===== src/rtl/db_pkg.sv =====
// Shared constants and width helper for the push-button / switch debouncer bank.
package db_pkg;

    // Board clock and the prescaler value that gives a 1 kHz sample tick from it.
    localparam int CLK_HZ_TN9K  = 27_000_000;
    localparam int DB_TICK_1KHZ = CLK_HZ_TN9K / 1000;

    // Bits needed for a counter that must be able to hold max_val.
    // Always at least one bit wide so degenerate parameters still elaborate.
    function automatic int cnt_width(input int max_val);
        if (max_val < 1) begin
            return 1;
        end
        return $clog2(max_val + 1);
    endfunction

endpackage


===== src/rtl/db_channel.sv =====
// One debouncer channel: polarity normalise, two-flop synchroniser, tick-sampled
// stability counter, rise/fall pulses, long-press hold counter and sticky event.
module db_channel
    import db_pkg::*;
#(
    parameter int STABLE_SAMPLES = 10,
    parameter int HOLD_SAMPLES   = 1000,
    parameter bit ACTIVE_LOW     = 1'b0
) (
    input  logic i_clk,
    input  logic reset,
    input  logic tick,
    input  logic i_db,
    input  logic i_ack,
    output logic o_db,
    output logic o_rise,
    output logic o_fall,
    output logic o_hold,
    output logic o_event
);

    localparam int CW = cnt_width(STABLE_SAMPLES);
    localparam int HW = cnt_width(HOLD_SAMPLES);

    // cnt+1 == STABLE_SAMPLES is the same as cnt == STABLE_SAMPLES-1, which
    // avoids a carry into an extra bit when comparing.
    localparam logic [CW-1:0] STABLE_LAST = CW'(STABLE_SAMPLES - 1);
    localparam logic [HW-1:0] HOLD_MAX    = HW'(HOLD_SAMPLES);

    logic          norm;
    logic          sync_meta;
    logic          sync_q;
    logic [CW-1:0] cnt;
    logic [HW-1:0] hcnt;
    logic          change;

    assign norm = i_db ^ ACTIVE_LOW;

    // The debounced level flips on this edge: a tick, still disagreeing, and
    // this is the last disagreeing sample the counter was waiting for.
    assign change = tick && (sync_q != o_db) && (cnt == STABLE_LAST);

    // Two-flop synchroniser on the polarity-normalised input.
    always_ff @(posedge i_clk) begin
        if (reset) begin
            sync_meta <= 1'b0;
            sync_q    <= 1'b0;
        end else begin
            sync_meta <= norm;
            sync_q    <= sync_meta;
        end
    end

    // Stability counter and debounced level; pulses are registered alongside
    // the level so they line up with the first cycle showing the new value.
    always_ff @(posedge i_clk) begin
        if (reset) begin
            cnt    <= '0;
            o_db   <= 1'b0;
            o_rise <= 1'b0;
            o_fall <= 1'b0;
        end else begin
            o_rise <= change && !o_db;
            o_fall <= change && o_db;
            if (tick) begin
                if (sync_q == o_db) begin
                    cnt <= '0;
                end else if (change) begin
                    o_db <= sync_q;
                    cnt  <= '0;
                end else begin
                    cnt <= cnt + 1'b1;
                end
            end
        end
    end

    // Long-press counter: counts ticks while pressed, saturates, and clears on
    // the falling edge itself so o_hold drops together with o_db.
    always_ff @(posedge i_clk) begin
        if (reset || !o_db || change) begin
            hcnt <= '0;
        end else if (tick && (hcnt != HOLD_MAX)) begin
            hcnt <= hcnt + 1'b1;
        end
    end

    assign o_hold = (hcnt == HOLD_MAX);

    // Sticky press flag; a new press wins over an acknowledge in the same cycle.
    always_ff @(posedge i_clk) begin
        if (reset) begin
            o_event <= 1'b0;
        end else if (o_rise) begin
            o_event <= 1'b1;
        end else if (i_ack) begin
            o_event <= 1'b0;
        end
    end

endmodule


===== src/rtl/db_bank.sv =====
// Multi-channel debouncer bank: shared sample-tick prescaler, one db_channel per
// input, and the interrupt reduction over the sticky event flags.
module db_bank
    import db_pkg::*;
#(
    parameter int                  CHANNELS       = 4,
    parameter int                  TICK_DIV       = DB_TICK_1KHZ,
    parameter int                  STABLE_SAMPLES = 10,
    parameter int                  HOLD_SAMPLES   = 1000,
    parameter logic [CHANNELS-1:0] ACTIVE_LOW     = {CHANNELS{1'b0}}
) (
    input  logic                i_clk,
    input  logic                reset,
    input  logic [CHANNELS-1:0] i_db,
    input  logic [CHANNELS-1:0] i_ack,
    output logic [CHANNELS-1:0] o_db,
    output logic [CHANNELS-1:0] o_rise,
    output logic [CHANNELS-1:0] o_fall,
    output logic [CHANNELS-1:0] o_hold,
    output logic [CHANNELS-1:0] o_event,
    output logic                o_irq
);

    localparam int             PW       = cnt_width(TICK_DIV - 1);
    localparam logic [PW-1:0] PRE_LAST = PW'(TICK_DIV - 1);

    logic [PW-1:0] pre_cnt;
    logic          tick;

    assign tick = (pre_cnt == PRE_LAST);

    // Free-running prescaler 0..TICK_DIV-1; tick marks its last count.
    always_ff @(posedge i_clk) begin
        if (reset || tick) begin
            pre_cnt <= '0;
        end else begin
            pre_cnt <= pre_cnt + 1'b1;
        end
    end

    for (genvar g = 0; g < CHANNELS; g++) begin : g_ch
        db_channel #(
            .STABLE_SAMPLES (STABLE_SAMPLES),
            .HOLD_SAMPLES   (HOLD_SAMPLES),
            .ACTIVE_LOW     (ACTIVE_LOW[g])
        ) u_ch (
            .i_clk   (i_clk),
            .reset   (reset),
            .tick    (tick),
            .i_db    (i_db[g]),
            .i_ack   (i_ack[g]),
            .o_db    (o_db[g]),
            .o_rise  (o_rise[g]),
            .o_fall  (o_fall[g]),
            .o_hold  (o_hold[g]),
            .o_event (o_event[g])
        );
    end

    assign o_irq = |o_event;

endmodule


===== config.mk =====
export PLATFORM = sky130hd
export DESIGN_NAME = db_bank
export DESIGN_NICKNAME = d
export VERILOG_FILES = /design/src/rtl/db_pkg.sv /design/src/rtl/db_channel.sv /design/src/rtl/db_bank.sv
export SDC_FILE = /design/constraint.sdc
export NUM_CORES = 1
export LEC_CHECK = 0
export ABC_AREA = 1
export ABC_CLOCK_PERIOD_IN_PS = 4500
export CAP_MARGIN = 0
export CORE_MARGIN = 5
export CORE_UTILIZATION = 30
export CTS_BUF_LIST = sky130_fd_sc_hd__clkbuf_4 sky130_fd_sc_hd__clkbuf_8
export CTS_CLUSTER_DIAMETER = 30
export DETAILED_ROUTE_END_ITERATION = 8
export PLACE_DENSITY = 0.49
export SLEW_MARGIN = 0
export SYNTH_ARGS = -nofsm -noshare
export SYNTH_HDL_FRONTEND = slang
export SYNTH_SLANG_ARGS = --single-unit
export TNS_END_PERCENT = 30

===== constraint.sdc =====
create_clock -name i_clk -period 4.5 [get_ports i_clk]
set_input_delay 0.45 -clock i_clk [delete_from_list [all_inputs] [get_ports i_clk]]
set_output_delay 0.45 -clock i_clk [all_outputs]
set_load 0.01 [all_outputs]

**Word level (Yosys, flattened, before mapping)**

Index checks and enable logic that the tools add are counted.

- Add/sub/neg operators: 9
- Equal/unequal tests: 21
- Multiplexer cells: 16
- Bitwise logic cells: 4
- Reductions and logical operators: 42

Operators by type and width:

| kind | number |
|---|---|
| adder 10 x 1 -> 10 bit, second input constant | 4 |
| equality test 10 bit, second input constant | 4 |
| != test 10 bit, second input constant | 4 |
| two-way mux 4 bit | 8 |
| logical AND 1 bit | 20 |
| adder 4 x 1 -> 4 bit, second input constant | 4 |
| equality test 4 bit, second input constant | 4 |
| adder 15 x 1 -> 15 bit, second input constant | 1 |
| equality test 15 bit, second input constant | 1 |
| AND reduction 3 bit | 4 |
| logical OR 1 bit | 9 |
| two-way mux 1 bit | 8 |
| nonzero test 2 bit | 4 |
| equality test 1 bit | 4 |
| logical NOT 1 bit | 4 |
| != test 1 bit | 4 |
| NOT 1 bit | 4 |
| OR reduction 4 bit | 1 |

- Register bits after elaboration: 95
- Input port bits: 10
- Output and inout bits: 21
- Word-level logic and storage cells: 125

**Logic depth before layout (Yosys ltp)**

- Depth after elaboration: 5
- Gate-level depth with buffers: 10
- Mapped depth without buffers: 9

**Hierarchy**

Synthesis repeated with hierarchy kept, for this count alone.

- Cell total of the unflattened synthesis: 744
- Area total of the unflattened synthesis: 5014.8 µm²

Modules (own cells, without submodules):

| module | instances | cells an instance | area each (µm²) | sequential area each (µm²) |
|---|---|---|---|---|
| db_channel | 4 | 152 | 1034.7 | 400.4 |
| db_bank | 1 | 136 | 875.8 | 300.3 |

**Worst setup path before layout**

OpenSTA, ideal clock, no wires.

- Path type: register to register
- Start point: reg pre_cnt[0]
- End point: reg g_ch[2].u_ch.cnt[0]
- Library setup time: 114 ps
- Arrival: 1335 ps
- Data required time: 4386 ps
- Slack: 3051 ps
- Cell stages (with the launch flop): 11
- Path buffers: 2
- Clock period less this slack: 1449 ps
- Cells stage by stage: dfxtp_1 -> ha_1 -> nand2_1 -> nor2_1 -> nand2_1 -> nor2_4 -> nor2_2 -> buf_6 -> buf_6 -> nand2_1 -> nand2_1

- Word-level cells in the longest chain between the ends: 5

RTL lines:

| what | RTL line | RTL |
|---|---|---|
| from (decl) | db_bank.sv:27 | `logic [PW-1:0] pre_cnt;` |
| from (signal assigned) | db_bank.sv:37 | `pre_cnt <= pre_cnt + 1'b1;` |
| equality test 15 bit (*) | db_bank.sv:30 | `assign tick = (pre_cnt == PRE_LAST);` |
| logical AND 1 bit (2 in a row) | db_channel.sv:41 | `assign change = tick && (sync_q != o_db) && (cnt == STABLE_LAST);` |
| two-way mux 4 bit | db_channel.sv:68 | `end else if (change) begin` |
| two-way mux 4 bit | db_channel.sv:66 | `if (sync_q == o_db) begin` |
| to (signal assigned) | db_channel.sv:72 | `cnt <= cnt + 1'b1;` |
| to (decl) | db_channel.sv:33 | `logic [CW-1:0] cnt;` |

Mark *: on every way between the ends. The rest lies on a longest branch, timed or not.
A chain may end at the register's enable or synchronous reset.

**Final worst setup path**

- Start point: reg g_ch[1].u_ch.hcnt[0]
- End point: out o_hold[1]

- Word-level cells in the longest chain between the ends: 1

RTL lines:

| what | RTL line | RTL |
|---|---|---|
| from (decl) | db_channel.sv:34 | `logic [HW-1:0] hcnt;` |
| from (signal assigned) | db_channel.sv:84 | `hcnt <= hcnt + 1'b1;` |
| equality test 10 bit | db_channel.sv:88 | `assign o_hold = (hcnt == HOLD_MAX);` |
| to (decl) | db_bank.sv:19 | `output logic [CHANNELS-1:0] o_hold,` |

Every way passes these cells.

==> results.json <==
{
  "die-area_um2": 20000,
  "grt_start_max_net_pins": 24,
  "gr-total-overflow": 0,
  "yosys_warnings": 0,
  "start_kind": "register",
  "powerDensity_nw_per_um2": 274,
  "clockBufferDepth": 2,
  "area_growth_pct": 11.9,
  "row_count": 48,
  "syn_area_per_cell_um2": 6.75,
  "synthCells": 768,
  "routedWlPerCell_um": 11.8,
  "cts_hold_buffers": 0,
  "layout-drive-gt1-share_pct": 4.74,
  "hp-start": "g_ch[2].u_ch.sync_meta",
  "mostFrequentLayoutCells": "nand2_1 (217), dfxtp_1 (95), nor2_1 (93)",
  "postPlaceCellArea_um2": 5550,
  "whs_endpoint": "g_ch[2].u_ch.sync_q",
  "mostFrequentLayoutCell": "nand2_1",
  "min_delay_path_depth": 2,
  "via_per_inst": 4.50,
  "num_antenna_cells": 0,
  "pin_count": 31,
  "worst_slew_pin_slew_ps": 721,
  "synthTopCellsByArea": "dfxtp_1 (37%), nand2_1 (16%), nor2_1 (6.8%)",
  "stdcell_area_um2": 5800,
  "cts_root_buffer": "clkbuf_8",
  "gr-usage-all-layers_pct": 12.5,
  "cp_max_fo": 7,
  "htree_num_levels": 3,
  "required_ps": 4050,
  "r2r-start": "pre_cnt[0]",
  "coreArea_um2": 17100,
  "final_cells": 1006,
  "vdd.ir_drop.worst_v": 0.000154,
  "hpwl_um": 8740,
  "antenna_found_initial": 0,
  "cts-resized-gates": 0,
  "gp_congestion": 0.813,
  "arrival_ps": 1950,
  "drtAntennaViolNets": 0,
  "firstDrtPassIters": 4,
  "synth_seq_cells": 95,
  "relSlewSlack_pct": 51.9,
  "die_h_um": 141,
  "syn_area_um2": 5180,
  "grt_pass1_wl_um": 20500,
  "clock_sink_count": 95,
  "status": "complete, no violations",
  "drt_iter0_drc": 276,
  "yosysUniqueCellTypes": 29,
  "max_freq_ghz": 0.416,
  "nFillCells": 1852,
  "report.final.slew_viol_count": 0,
  "min_period_over_period_pct": 53.4,
  "wl_um": 11900,
  "drv_cap": 0,
  "layout.nets": 804,
  "clock-skew-final_ps": 10.7,
  "crit_type": "reg -> out",
  "setup_viol": 0,
  "reg2reg_slack_ps": 2360,
  "critPathCaptureType": "output port",
  "min_period_ps": 2400,
  "die_w_um": 141,
  "dp.cells": 991,
  "synth-seq-area-share_pct": 36.7,
  "setup-tns-final_ps": 0,
  "port-buffer-count": 30,
  "initial_core_util_pct": 30.3,
  "r2r_cells": 9,
  "cts_tree": "done",
  "leakagePower_nw": 2.30,
  "hold_viol": 0,
  "grt_pass1_vias": 4202,
  "clkTransAtPathRegs_ps": 100,
  "cts_buffers": 9,
  "synth_top_area_share_pct": 36.7,
  "rsz0062_at_grt": "no",
  "insertion_delay_ps": 380,
  "hold_path.class": "reg -> reg",
  "num_vias": 4530,
  "drt_drc_violations_left": 0,
  "cts_setup_buffers": 0,
  "yosys.area.top_type": "dfxtp_1",
  "synth_nets": 795,
  "r2r-end": "g_ch[0].u_ch.hcnt[6]"
}
## worst max-delay path, stage by stage (launching register included)
cell and delay [ps]:
dfxtp_1 390, inv_1 100, ha_1 210, nand3_1 90, nor3_1 210, clkdlybuf4s50_1 580
## report_power, final
part / internal, W / switching [W] / leakage (nW)
registers: 0.000845 / 0.00000325 / 0.767
logic: 0.0000123 / 0.0000184 / 1.40
clock network: 0.000403 / 0.000305 / 0.126
## through the flow
step / setup WS [ps] / utilization (%) / hold slack [ps] / total power, W
floorplan: 3050 / - / 388 / 0.000887
global placement: 1830 / 32.4 / 389 / 0.000900
detailed placement: 1830 / 32.4 / 394 / 0.000900
CTS: 2010 / 33.9 / 407 / 0.00161
global route: 1900 / 33.9 / 420 / 0.00165
finish: 2100 / 33.9 / 406 / 0.00159
## worst max path at each step
stage                    startpoint              endpoint  slack (ps)
6_report       g_ch[1].u_ch.hcnt[0]             o_hold[1]        2100
3_5_place_dp                  reset  g_ch[3].u_ch.hcnt[5]        1830
2_1_floorplan            pre_cnt[0]   g_ch[2].u_ch.cnt[0]        3050
5_1_grt        g_ch[2].u_ch.hcnt[0]             o_hold[2]        1900
3_3_place_gp                  reset  g_ch[3].u_ch.hcnt[3]        1830
4_1_cts        g_ch[2].u_ch.hcnt[0]             o_hold[2]        2010
## area by class of cell
type	instances	area (um^2)	share of cell area [%]
clock buffers	12	159	2.74
inverters	93	349	6.02
well taps	225	282	4.86
repair buffers	33	323	5.57
flip-flops and latches	95	1900	32.8
clock inverters	3	90.1	1.55
multi-input cells	545	2690	46.5
## registers in the layout, indices dropped and copies added, names as in the netlist
| signal | count |
|---|---|
| g_ch.u_ch.cnt | 16 |
| g_ch.u_ch.hcnt | 40 |
| g_ch.u_ch.o_db | 4 |
| g_ch.u_ch.o_event | 4 |
| g_ch.u_ch.o_fall | 4 |
| g_ch.u_ch.o_rise | 4 |
| g_ch.u_ch.sync_meta | 4 |
| g_ch.u_ch.sync_q | 4 |
| pre_cnt | 15 |
## metal layers
layer | track usage (%) | wire length [um]
met5 | 0 | 0
met4 | 3.79 | 159
met3 | 2.80 | 275
met2 | 19.5 | 5190
met1 | 17.3 | 6290
## logic make-up after synthesis
kind of cell	count (synthesis)	share of synthesized area (%)
xor+xnor	29	4.90
fa+ha+maj	17	4.10
buf+inv	128	11.4
flops	95	36.7
compound gates	62	5.99
simple gates	437	36.9
## cells in the mapped netlist
cell type and n:
a21oi_1 53, or4_1 1, nor2_2 3, nand3_2 1
nand4_1 33, nor4_1 1, ha_1 17, xor2_1 23
o21ai_0 9, nand2_1 217, xnor2_1 6, buf_2 5
dfxtp_1 95, buf_4 23, buf_6 2, nand3b_1 11
inv_2 4, nand3b_2 3, nand3_1 57, nor2_1 94
nor2_4 1, clkbuf_1 2, or2_2 1, buf_1 1
nor3_1 8, inv_1 89, nand2_2 5, clkbuf_2 2
nor3b_1 1
Power figures use the tool's default switching activity.
